--- src/rtl/score_text_ctrl.sv ---
// Score-to-text updater: converts two saturated 0..99 scores to ASCII digits and
// writes them to the text buffer during vertical blanking. Optional macro: SCORE_TEXT_BLANK_EN.
module score_text_ctrl #(
   parameter int unsigned TEXT_ROW = 0,
   parameter int unsigned COL_L    = 2,
   parameter int unsigned COL_R    = 10
) (
   input  logic       pclk,
   input  logic       rst,
   input  logic       vblnk_in,
   input  logic       upd_req,
   input  logic [6:0] score_l,
   input  logic [6:0] score_r,
   output logic       upd_ack,
   output logic       busy,
   output logic       wr_en,
   output logic [7:0] wr_addr,
   output logic [6:0] wr_data
);

   localparam logic [3:0] ROW4  = 4'(TEXT_ROW);
   localparam logic [3:0] COLL4 = 4'(COL_L);
   localparam logic [3:0] COLR4 = 4'(COL_R);

   typedef enum logic [2:0] {
      S_IDLE,
      S_CONV,
      S_WAIT_VB,
      S_WRITE,
      S_DONE
   } state_t;

   state_t     r_state;
   logic [6:0] r_val_l;
   logic [6:0] r_val_r;
   logic [3:0] r_tens_l;
   logic [3:0] r_tens_r;
   logic [1:0] r_idx;

   logic [6:0] w_sat_l;
   logic [6:0] w_sat_r;
   logic [3:0] w_digit;
   logic [3:0] w_col;
   logic [6:0] w_char;

   assign w_sat_l = (score_l > 7'd99) ? 7'd99 : score_l;
   assign w_sat_r = (score_r > 7'd99) ? 7'd99 : score_r;

   // Write order: L tens, L units, R tens, R units; after CONV the latched values hold the units.
   always_comb begin
      w_digit = '0;
      case (r_idx)
         2'd0: w_digit = r_tens_l;
         2'd1: w_digit = r_val_l[3:0];
         2'd2: w_digit = r_tens_r;
         2'd3: w_digit = r_val_r[3:0];
         default: w_digit = '0;
      endcase
   end

   // 4-bit add: column wraps 15 -> 0 inside the same row.
   assign w_col = (r_idx[1] ? COLR4 : COLL4) + {3'b000, r_idx[0]};

   always_comb begin
      w_char = 7'h30 + {3'b000, w_digit};
`ifdef SCORE_TEXT_BLANK_EN
      if (!r_idx[0] && (w_digit == 4'd0)) begin
         w_char = 7'h20;
      end
`else
      w_char = 7'h30 + {3'b000, w_digit};
`endif
   end

   always_ff @(posedge pclk or negedge rst) begin
      if (!rst) begin
         r_state  <= S_IDLE;
         r_val_l  <= '0;
         r_val_r  <= '0;
         r_tens_l <= '0;
         r_tens_r <= '0;
         r_idx    <= '0;
         wr_en    <= 1'b0;
         wr_addr  <= '0;
         wr_data  <= '0;
         upd_ack  <= 1'b0;
         busy     <= 1'b0;
      end else begin
         wr_en   <= 1'b0;
         upd_ack <= 1'b0;
         case (r_state)
            S_IDLE: begin
               if (upd_req) begin
                  r_val_l  <= w_sat_l;
                  r_val_r  <= w_sat_r;
                  r_tens_l <= '0;
                  r_tens_r <= '0;
                  r_idx    <= '0;
                  r_state  <= S_CONV;
                  busy     <= 1'b1;
               end
            end
            S_CONV: begin
               if ((r_val_l < 7'd10) && (r_val_r < 7'd10)) begin
                  r_state <= S_WAIT_VB;
               end else begin
                  if (r_val_l >= 7'd10) begin
                     r_val_l  <= r_val_l - 7'd10;
                     r_tens_l <= r_tens_l + 4'd1;
                  end
                  if (r_val_r >= 7'd10) begin
                     r_val_r  <= r_val_r - 7'd10;
                     r_tens_r <= r_tens_r + 4'd1;
                  end
               end
            end
            S_WAIT_VB: begin
               if (vblnk_in) begin
                  r_state <= S_WRITE;
               end
            end
            S_WRITE: begin
               // Outside blanking the index is frozen and the write resumes where it stopped.
               if (vblnk_in) begin
                  wr_en   <= 1'b1;
                  wr_addr <= {ROW4, w_col};
                  wr_data <= w_char;
                  r_idx   <= r_idx + 2'd1;
                  if (r_idx == 2'd3) begin
                     r_state <= S_DONE;
                     upd_ack <= 1'b1;
                  end
               end
            end
            S_DONE: begin
               r_state <= S_IDLE;
               busy    <= 1'b0;
            end
            default: begin
               r_state <= S_IDLE;
               busy    <= 1'b0;
            end
         endcase
      end
   end

endmodule

--- config.mk ---
export PLATFORM = sky130hd
export DESIGN_NAME = score_text_ctrl
export DESIGN_NICKNAME = d
export VERILOG_FILES = /design/src/rtl/score_text_ctrl.sv
export SDC_FILE = /design/constraint.sdc
export NUM_CORES = 1
export LEC_CHECK = 0
export CORE_UTILIZATION = 53
export DETAILED_ROUTE_END_ITERATION = 7
export HOLD_SLACK_MARGIN = 0.05
export PLACE_DENSITY_LB_ADDON = 0.1
export SETUP_SLACK_MARGIN = 0.5
export SLEW_MARGIN = 15
export SYNTH_ARGS = -nofsm -noshare
export SYNTH_HDL_FRONTEND = slang
export SYNTH_SLANG_ARGS = --single-unit
export TNS_END_PERCENT = 1
--- constraint.sdc ---
create_clock -name pclk -period 2 [get_ports pclk]
set_input_delay 0.4 -clock pclk [delete_from_list [all_inputs] [get_ports pclk]]
set_output_delay 0.4 -clock pclk [all_outputs]
set_load 0.01 [all_outputs]
==> results of run 1 <==
cell type report:
type | instances | share of cell area, %
Clock buffer | 6 | 2.749
Clock inverter | 2 | 0.4581
Inverter | 12 | 1.499
Multi-Input combinational cell | 176 | 43.77
Sequential cell | 37 | 30.82
Tap cell | 50 | 2.082
Timing Repair Buffer | 59 | 18.62
registers in the layout (all words and copies together) (netlist names):
| name | count |
|---|---|
| wr_en | 1 |
| r_tens_r | 4 |
| r_val_r | 7 |
| wr_data | 5 |
| busy | 1 |
| r_idx | 2 |
| wr_addr | 2 |
| r_state | 3 |
| r_val_l | 7 |
| r_tens_l | 4 |
| upd_ack | 1 |
metal layers:
metal | vias up | part of all wire, % | global-route usage, %
li1 | 976 | - | -
met1 | 958 | 47 | 36.54
met2 | 65 | 45 | 42.16
met3 | 11 | 5.4 | 5.333
met4 | 0 | 2.1 | 10.68
met5 | - | 0 | 0
power by group through the flow:
stage,combinational [uW],sequential [uW],clock [uW]
6_report,2760,1390,553
5_1_grt,3020,1430,593
3_3_place_gp,2410,1380,0
4_1_cts,2730,1380,572
2_1_floorplan,1670,1320,0
3_5_place_dp,2430,1390,0
metrics by stage:
| step | hold WS, ns | std cells | total power (uW) | utilization (%) | cell area [um^2] |
|---|---|---|---|---|---|
| after detailed placement | 0.3841 | 324 | 3816 | 67.10 | 2761 |
| after CTS | 0.06217 | 342 | 4678 | 73.00 | 3004 |
| after global placement | 0.3783 | 324 | 3790 | 67.10 | 2761 |
| after floorplan | 0.1044 | 246 | 2991 | - | 2355 |
| final | 0.05727 | 342 | 4707 | 73.00 | 3004 |
| after global routing | 0.06932 | 342 | 5049 | 73.00 | 3004 |
cell families after synthesis:
kind of cell / Yosys count
flops: 37
other cells: 1
compound gates: 78
buf+inv: 33
mux: 10
simple gates: 74
fa+ha+maj: 8
repair_timing:
action | 4_1_cts | 5_1_grt
cloned | 0 | 0
endpoints found under the setup margin | 37 | 38
pin swaps | 6 | 3
resized for setup | 18 | 0
buffers inserted | 10 | 0
worst max-delay path: stages, from the launching register on:
cell	delay (ns)
dfrtp_1	0.41
buf_4	0.16
and4bb_2	0.35
o41ai_4	0.09
buf_6	0.15
a21oi_4	0.17
mux2_4	0.31
layout by cell type, fill, tap and decap left out, types with 2 or more instances in the layout:
master / instances
clkdlybuf4s50_1: 28
a21o_1: 7
a211oi_2: 2
clkbuf_8: 6
nor4b_4: 2
inv_1: 9
nor3_1: 4
a211oi_1: 4
mux2_4: 2
o41ai_4: 2
a2bb2oi_1: 4
a31oi_1: 4
and2_1: 2
nand4_1: 2
nand3_1: 4
and4bb_2: 2
nor3b_1: 2
o2bb2ai_1: 2
buf_12: 3
a21oi_4: 2
a21oi_1: 12
o311a_1: 2
nand2b_1: 6
inv_2: 3
nor4_1: 4
nor2_1: 18
mux2i_1: 8
buf_4: 24
nor2b_4: 2
dfrtp_1: 37
buf_6: 3
nand2_1: 20
ha_1: 6
conb_1: 6
o21ai_0: 20
a222oi_1: 4
worst max-delay path by stage:
stage / startpoint / to / slack [ns] / depth (start not counted)
final: r_val_r[2]$_DFFE_PN0P_ / r_tens_r[0]$_DFFE_PN0P_ / 0.24 / 6
after global routing: r_val_r[2]$_DFFE_PN0P_ / r_val_r[2]$_DFFE_PN0P_ / 0.20 / 9
after CTS: r_val_r[2]$_DFFE_PN0P_ / r_tens_r[0]$_DFFE_PN0P_ / 0.31 / 6
after detailed placement: score_r[3] / r_val_r[1]$_DFFE_PN0P_ / 0.09 / 5
after global placement: score_r[3] / r_val_r[1]$_DFFE_PN0P_ / 0.10 / 5
after floorplan: r_val_l[1]$_DFFE_PN0P_ / r_tens_l[0]$_DFFE_PN0P_ / 0.18 / 7
==> reports/results.txt, run 1 <==
Primary FF master, synth = dfrtp_1
internal power = 2692 uW
Reg-to-Reg End = r_tens_r[0]$_DFFE_PN0P_
vias in the first global route = 1863
leak pwr = 0.001325 uW
worst r2r src = r_val_r[2]$_DFFE_PN0P_
I/O pin total = 36
CTS Sinks = 37
Mean Syn Cell Area = 9.693 um^2
# port buffers = 29
Reg area = 925.9 um^2
die height = 68.39 um
max-slew violation count = 0
Power Density = 1567 nW/um^2
pin count of the biggest net entering global routing = 38
share of cells above drive strength 1 = 21.92%
Bufs on Longest Clock Path = 2
Post-Syn Area = 2336 um^2
Compound-Gate Fraction of Synth Area = 25.17%
Post-Synth XOR/XNOR Area = 0%
H-tree levels = 2
mux cell area share after synthesis = 4.553%
switching power = 2014 uW
Worst-Margin Slew = 0.5076 ns
switching power share of the total = 42.80%
Worst-path clk slew = 0.07 ns
Synth top cells by count = 37 x dfrtp_1, 20 x nand2_1, 20 x o21ai_0
setup TNS = 0 ns
yosys synthesis warning count = 0
worst r2r path cells = 6
area of the multi-input gates = 1315 um^2
CTS tree = done
full die area = 4677 um^2
Layout area overhead = 28.60%
final setup fails = 0
Critical Path AT = 1.93 ns
CORE AREA = 4115 um^2
max-cap violations = 0
f_max = 0.5686 GHz
minimum clock period = 1.759 ns
First DRT Iteration DRCs = 135
TritonCTS buffer count = 5
Worst IR Drop VDD = 847.4 uV
Hold-fix buffers, CTS = 0
status = complete, no violations
post-synthesis simple-gate area fraction = 18.75%
Antenna Nets Post-Route = 0
most frequent cell after synthesis = dfrtp_1
FF-to-FF setup slack = 0.24 ns
ranking of synthesized cells by area = dfrtp_1 40%, ha_1 4.3%, o21ai_0 4.3%
number of diodes = 0
final WL = 5550 um
Detail Placement HPWL = 3826 um
total gr overflow = 0
required time of the worst setup path = 2.18 ns
Clock power frac = 11.8%
nets = 317
vias = 2010
CP Launch Type = flop
Pre-antenna DRT Iters = 5
routed wire length per instance = 16.23 um
Setup crit end kind = flop
Final GP Congestion = 0.9040
Worst Path Max Fanout = 6
Place WS = 0.08542 ns
CTS root buffer = clkbuf_8
clock latency on the worst-skew pair = 0.29 ns
final-report hold violation count = 0
Cell variety after synth = 54
number of remaining DRC errors = 0
Yosys top cell area share = 39.64%
RSZ-0062 raised after global routing = yes
clk_skew = 0.008257 ns
GRT Overall Usage = 27.02%
EDFF count, synth = 0
standard-cell rows = 23
post-synthesis register bit count = 37
Tcrit/Tclk final = 87.94%
sequential share of power = 29.6%
Hold WC Path Type = in -> async
fillers = 313
relative slew slack = 65.85%
Initial Util = 56.76%
post-route worst setup slack = 0.2412 ns
first-pass GRT wire length = 9101 um
initial antenna violation count = 0
largest family of logic cells by synthesized area = compound AO/OA/AOI/OAI gates
Die Wd = 68.39 um
Post-Synth Adder-Cell Area = 4.285%
Setup CP Type = reg -> reg
leading area contributor after synthesis = dfrtp_1
via/cell ratio = 5.877
cells after synthesis = 241
Seq/Total Area, Yosys = 39.64%
Gate power share = 58.7%
ys async rst share = 100.0%
(Power assumes the default switching activity.)
==> run 2, diff against run 1 <==
--- a/config.mk
+++ b/config.mk
@@ -10,7 +10,6 @@
 export HOLD_SLACK_MARGIN = 0.05
 export PLACE_DENSITY_LB_ADDON = 0.1
 export SETUP_SLACK_MARGIN = 0.5
-export SLEW_MARGIN = 15
 export SYNTH_ARGS = -nofsm -noshare
 export SYNTH_HDL_FRONTEND = slang
 export SYNTH_SLANG_ARGS = --single-unit
==> results of run 2 <==
No change in the layout: final DEF, timing and power equal those of run 1.
==> run 3, diff against run 2 <==
--- a/config.mk
+++ b/config.mk
@@ -7,6 +7,7 @@
 export LEC_CHECK = 0
 export CORE_UTILIZATION = 53
 export DETAILED_ROUTE_END_ITERATION = 7
+export GPL_TIMING_DRIVEN = 0
 export HOLD_SLACK_MARGIN = 0.05
 export PLACE_DENSITY_LB_ADDON = 0.1
 export SETUP_SLACK_MARGIN = 0.5
==> constraint.sdc (replaced) <==
create_clock -name pclk -period 2 [get_ports pclk]
set_input_delay 0.2 -clock pclk [delete_from_list [all_inputs] [get_ports pclk]]
set_output_delay 0.2 -clock pclk [all_outputs]
set_load 0.01 [all_outputs]
==> run 3 against run 2 <==
Net effect:
- hold slack improved by 0.43 ns
- final cell count is 2.6% higher
- sequential share of layout area about the same
- die area is the same
- cell area up 0.25%
- sequential power is essentially flat
- clock skew rose by 0.0037 ns
- routed wire length up 4.6%
- via count grew 2.8%
- core utilization rose by 0.18 points
- critical endpoint is now r_tens_r[2]$_DFFE_PN0P_
- largest power group unchanged
- highest routed layer unchanged
==> reports/results.txt, run 3 (synthesized netlist as in run 1, its figures left out) <==
minimum clock period = 1.756 ns
Antenna Nets Post-Route = 0
first-pass GRT wire length = 9390 um
clk_skew = 0.01200 ns
full die area = 4677 um^2
Reg area = 927.1 um^2
CTS Sinks = 37
share of cells above drive strength 1 = 22.59%
GRT Overall Usage = 28.09%
CTS root buffer = clkbuf_8
Gate power share = 58.9%
most common cell after layout, fill and taps aside = dfrtp_1
crit-path cells = inv_2 > ha_4 > nor2b_4 > buf_6 > o41a_1 > o311a_1 > mux2i_1
# port buffers = 29
final setup fails = 0
FF-to-FF setup slack = 0.24 ns
Reg-to-Reg End = r_tens_r[2]$_DFFE_PN0P_
Tcrit/Tclk final = 87.82%
vias = 2067
Final Power = 4624 uW
final-report hold violation count = 0
CP Launch Type = flop
Place WS = -0.06610 ns
Worst-Margin Slew = 0.8433 ns
hold-critical path depth = 2
Layout area overhead = 28.92%
required time of the worst setup path = 2.19 ns
number of diodes = 0
Pre-antenna DRT Iters = 4
relative slew slack = 43.78%
Worst-path clk slew = 0.08 ns
clock latency on the worst-skew pair = 0.30 ns
Detail Placement HPWL = 4038 um
TritonCTS buffer count = 5
max-cap violations = 0
Worst IR Drop VDD = 745.9 uV
Worst Path Max Fanout = 5
standard-cell rows = 23
RSZ-0062 raised after global routing = yes
Initial Util = 56.76%
Power Density = 1535 nW/um^2
nets = 327
Critical Path AT = 1.94 ns
worst r2r path cells = 7
hold_sp = wr_addr[3]$_DFFE_PN0P_
CTS tree = done
die height = 68.39 um
pin count of the biggest net entering global routing = 38
most frequent cells in the layout = 36 x dfrtp_1, 28 x clkdlybuf4s50_1, 21 x buf_4, 20 x nand2_1, 20 x o21ai_0
I/O pin total = 36
initial antenna violation count = 0
vias in the first global route = 1967
Final GP Congestion = 0.8275
final WL = 5808 um
area of the multi-input gates = 1303 um^2
Core Util, Final = 73.18%
number of remaining DRC errors = 0
Setup crit end kind = flop
via/cell ratio = 5.889
biggest regs = r_val_l (7), r_val_r (7), wr_data (5)
total gr overflow = 0
Setup CP Type = reg -> reg
fillers = 304
Hold WC Path Type = reg -> reg
Crit path largest cell delay = 0.40 ns
f_max = 0.5694 GHz
max-slew violation count = 0
leak pwr = 0.001341 uW
switching power = 2019 uW
sequential share of power = 29.5%
Slowest-stage cell, CP = dfrtp_1
internal power = 2605 uW
Clock power frac = 11.7%
Bufs on Longest Clock Path = 2
routed wire length per instance = 16.55 um
H-tree levels = 2
worst r2r src = r_val_l[2]$_DFFE_PN0P_
setup TNS = 0 ns
CORE AREA = 4115 um^2
post-route worst setup slack = 0.2437 ns
status = complete, no violations
switching power share of the total = 43.66%
First DRT Iteration DRCs = 218
Hold EP = wr_addr[3]$_DFFE_PN0P_
Die Wd = 68.39 um
## run 3: timing repair
action / 4_1_cts / 5_1_grt
hold buffers: 1 / 0
gates resized for setup: 10 / 14
setup endpoints to repair: 30 / 36
pin swaps: 8 / 9
setup buffers: 16 / 2
hold endpoints to repair: 37 / 0
## run 3: area by class of cell
cell class	instances	area share, %
clock buffer	6	2.742
buffer	21	4.362
inverter	12	1.496
multi-input combinational	176	43.25
tap	50	2.077
timing repair buffer	48	15.04
clock inverter	1	0.2493
sequential	37	30.79
## run 3: how the worst max path moves through the flow
stage,from,to,slack (ns),cells past startpoint
final,r_val_l[2]$_DFFE_PN0P_,r_tens_r[2]$_DFFE_PN0P_,0.24,7
after detailed placement,r_val_l[1]$_DFFE_PN0P_,r_tens_l[0]$_DFFE_PN0P_,-0.07,7
after global placement,rst,wr_addr[0]$_DFFE_PN0P_,-0.15,1
after CTS,r_val_l[2]$_DFFE_PN0P_,r_val_r[1]$_DFFE_PN0P_,0.18,8
after global routing,r_state[2]$_DFFE_PN0P_,r_val_l[6]$_DFFE_PN0P_,0.18,6
after floorplan,r_val_l[1]$_DFFE_PN0P_,r_tens_l[0]$_DFFE_PN0P_,0.18,7
## run 3: power by group through the flow
stage | Sequential (uW) | Combinational [uW] | Clock, uW
floorplan | 1320 | 1670 | 0
global placement | 1370 | 2200 | 0
detailed placement | 1380 | 2260 | 0
CTS | 1350 | 2590 | 553
global route | 1390 | 2990 | 584
finish | 1360 | 2720 | 540
## run 3: critical path, delay by kind of cell, from the launching register on
kind | cells | cell delay [ns]
adder cells (fa/ha/maj) | 1 | 0.15
multiplexers | 1 | 0.13
AO/OA/AOI/OAI | 2 | 0.71
flip-flops | 1 | 0.40
buffers and inverters | 2 | 0.22
AND/OR/NAND/NOR | 1 | 0.04
## run 3: layer usage
metal / global-route usage [%] / part of all wire, % / up-vias
met3: 6.500 / 6.7 / 9
met1: 36.73 / 43 / 980
met5: 0 / 0 / -
met4: 13.80 / 1.6 / 0
li1: - / - / 995
met2: 43.26 / 49 / 83
## run 3: through the flow
step / std cells / hold WS, ns / area [um^2]
4_1_cts: 349 / 0.4893 / 2955
6_report: 351 / 0.4867 / 3012
5_1_grt: 351 / 0.5058 / 3012
3_3_place_gp: 325 / 0.4667 / 2708
3_5_place_dp: 325 / 0.3454 / 2703
2_1_floorplan: 246 / -0.09559 / 2355
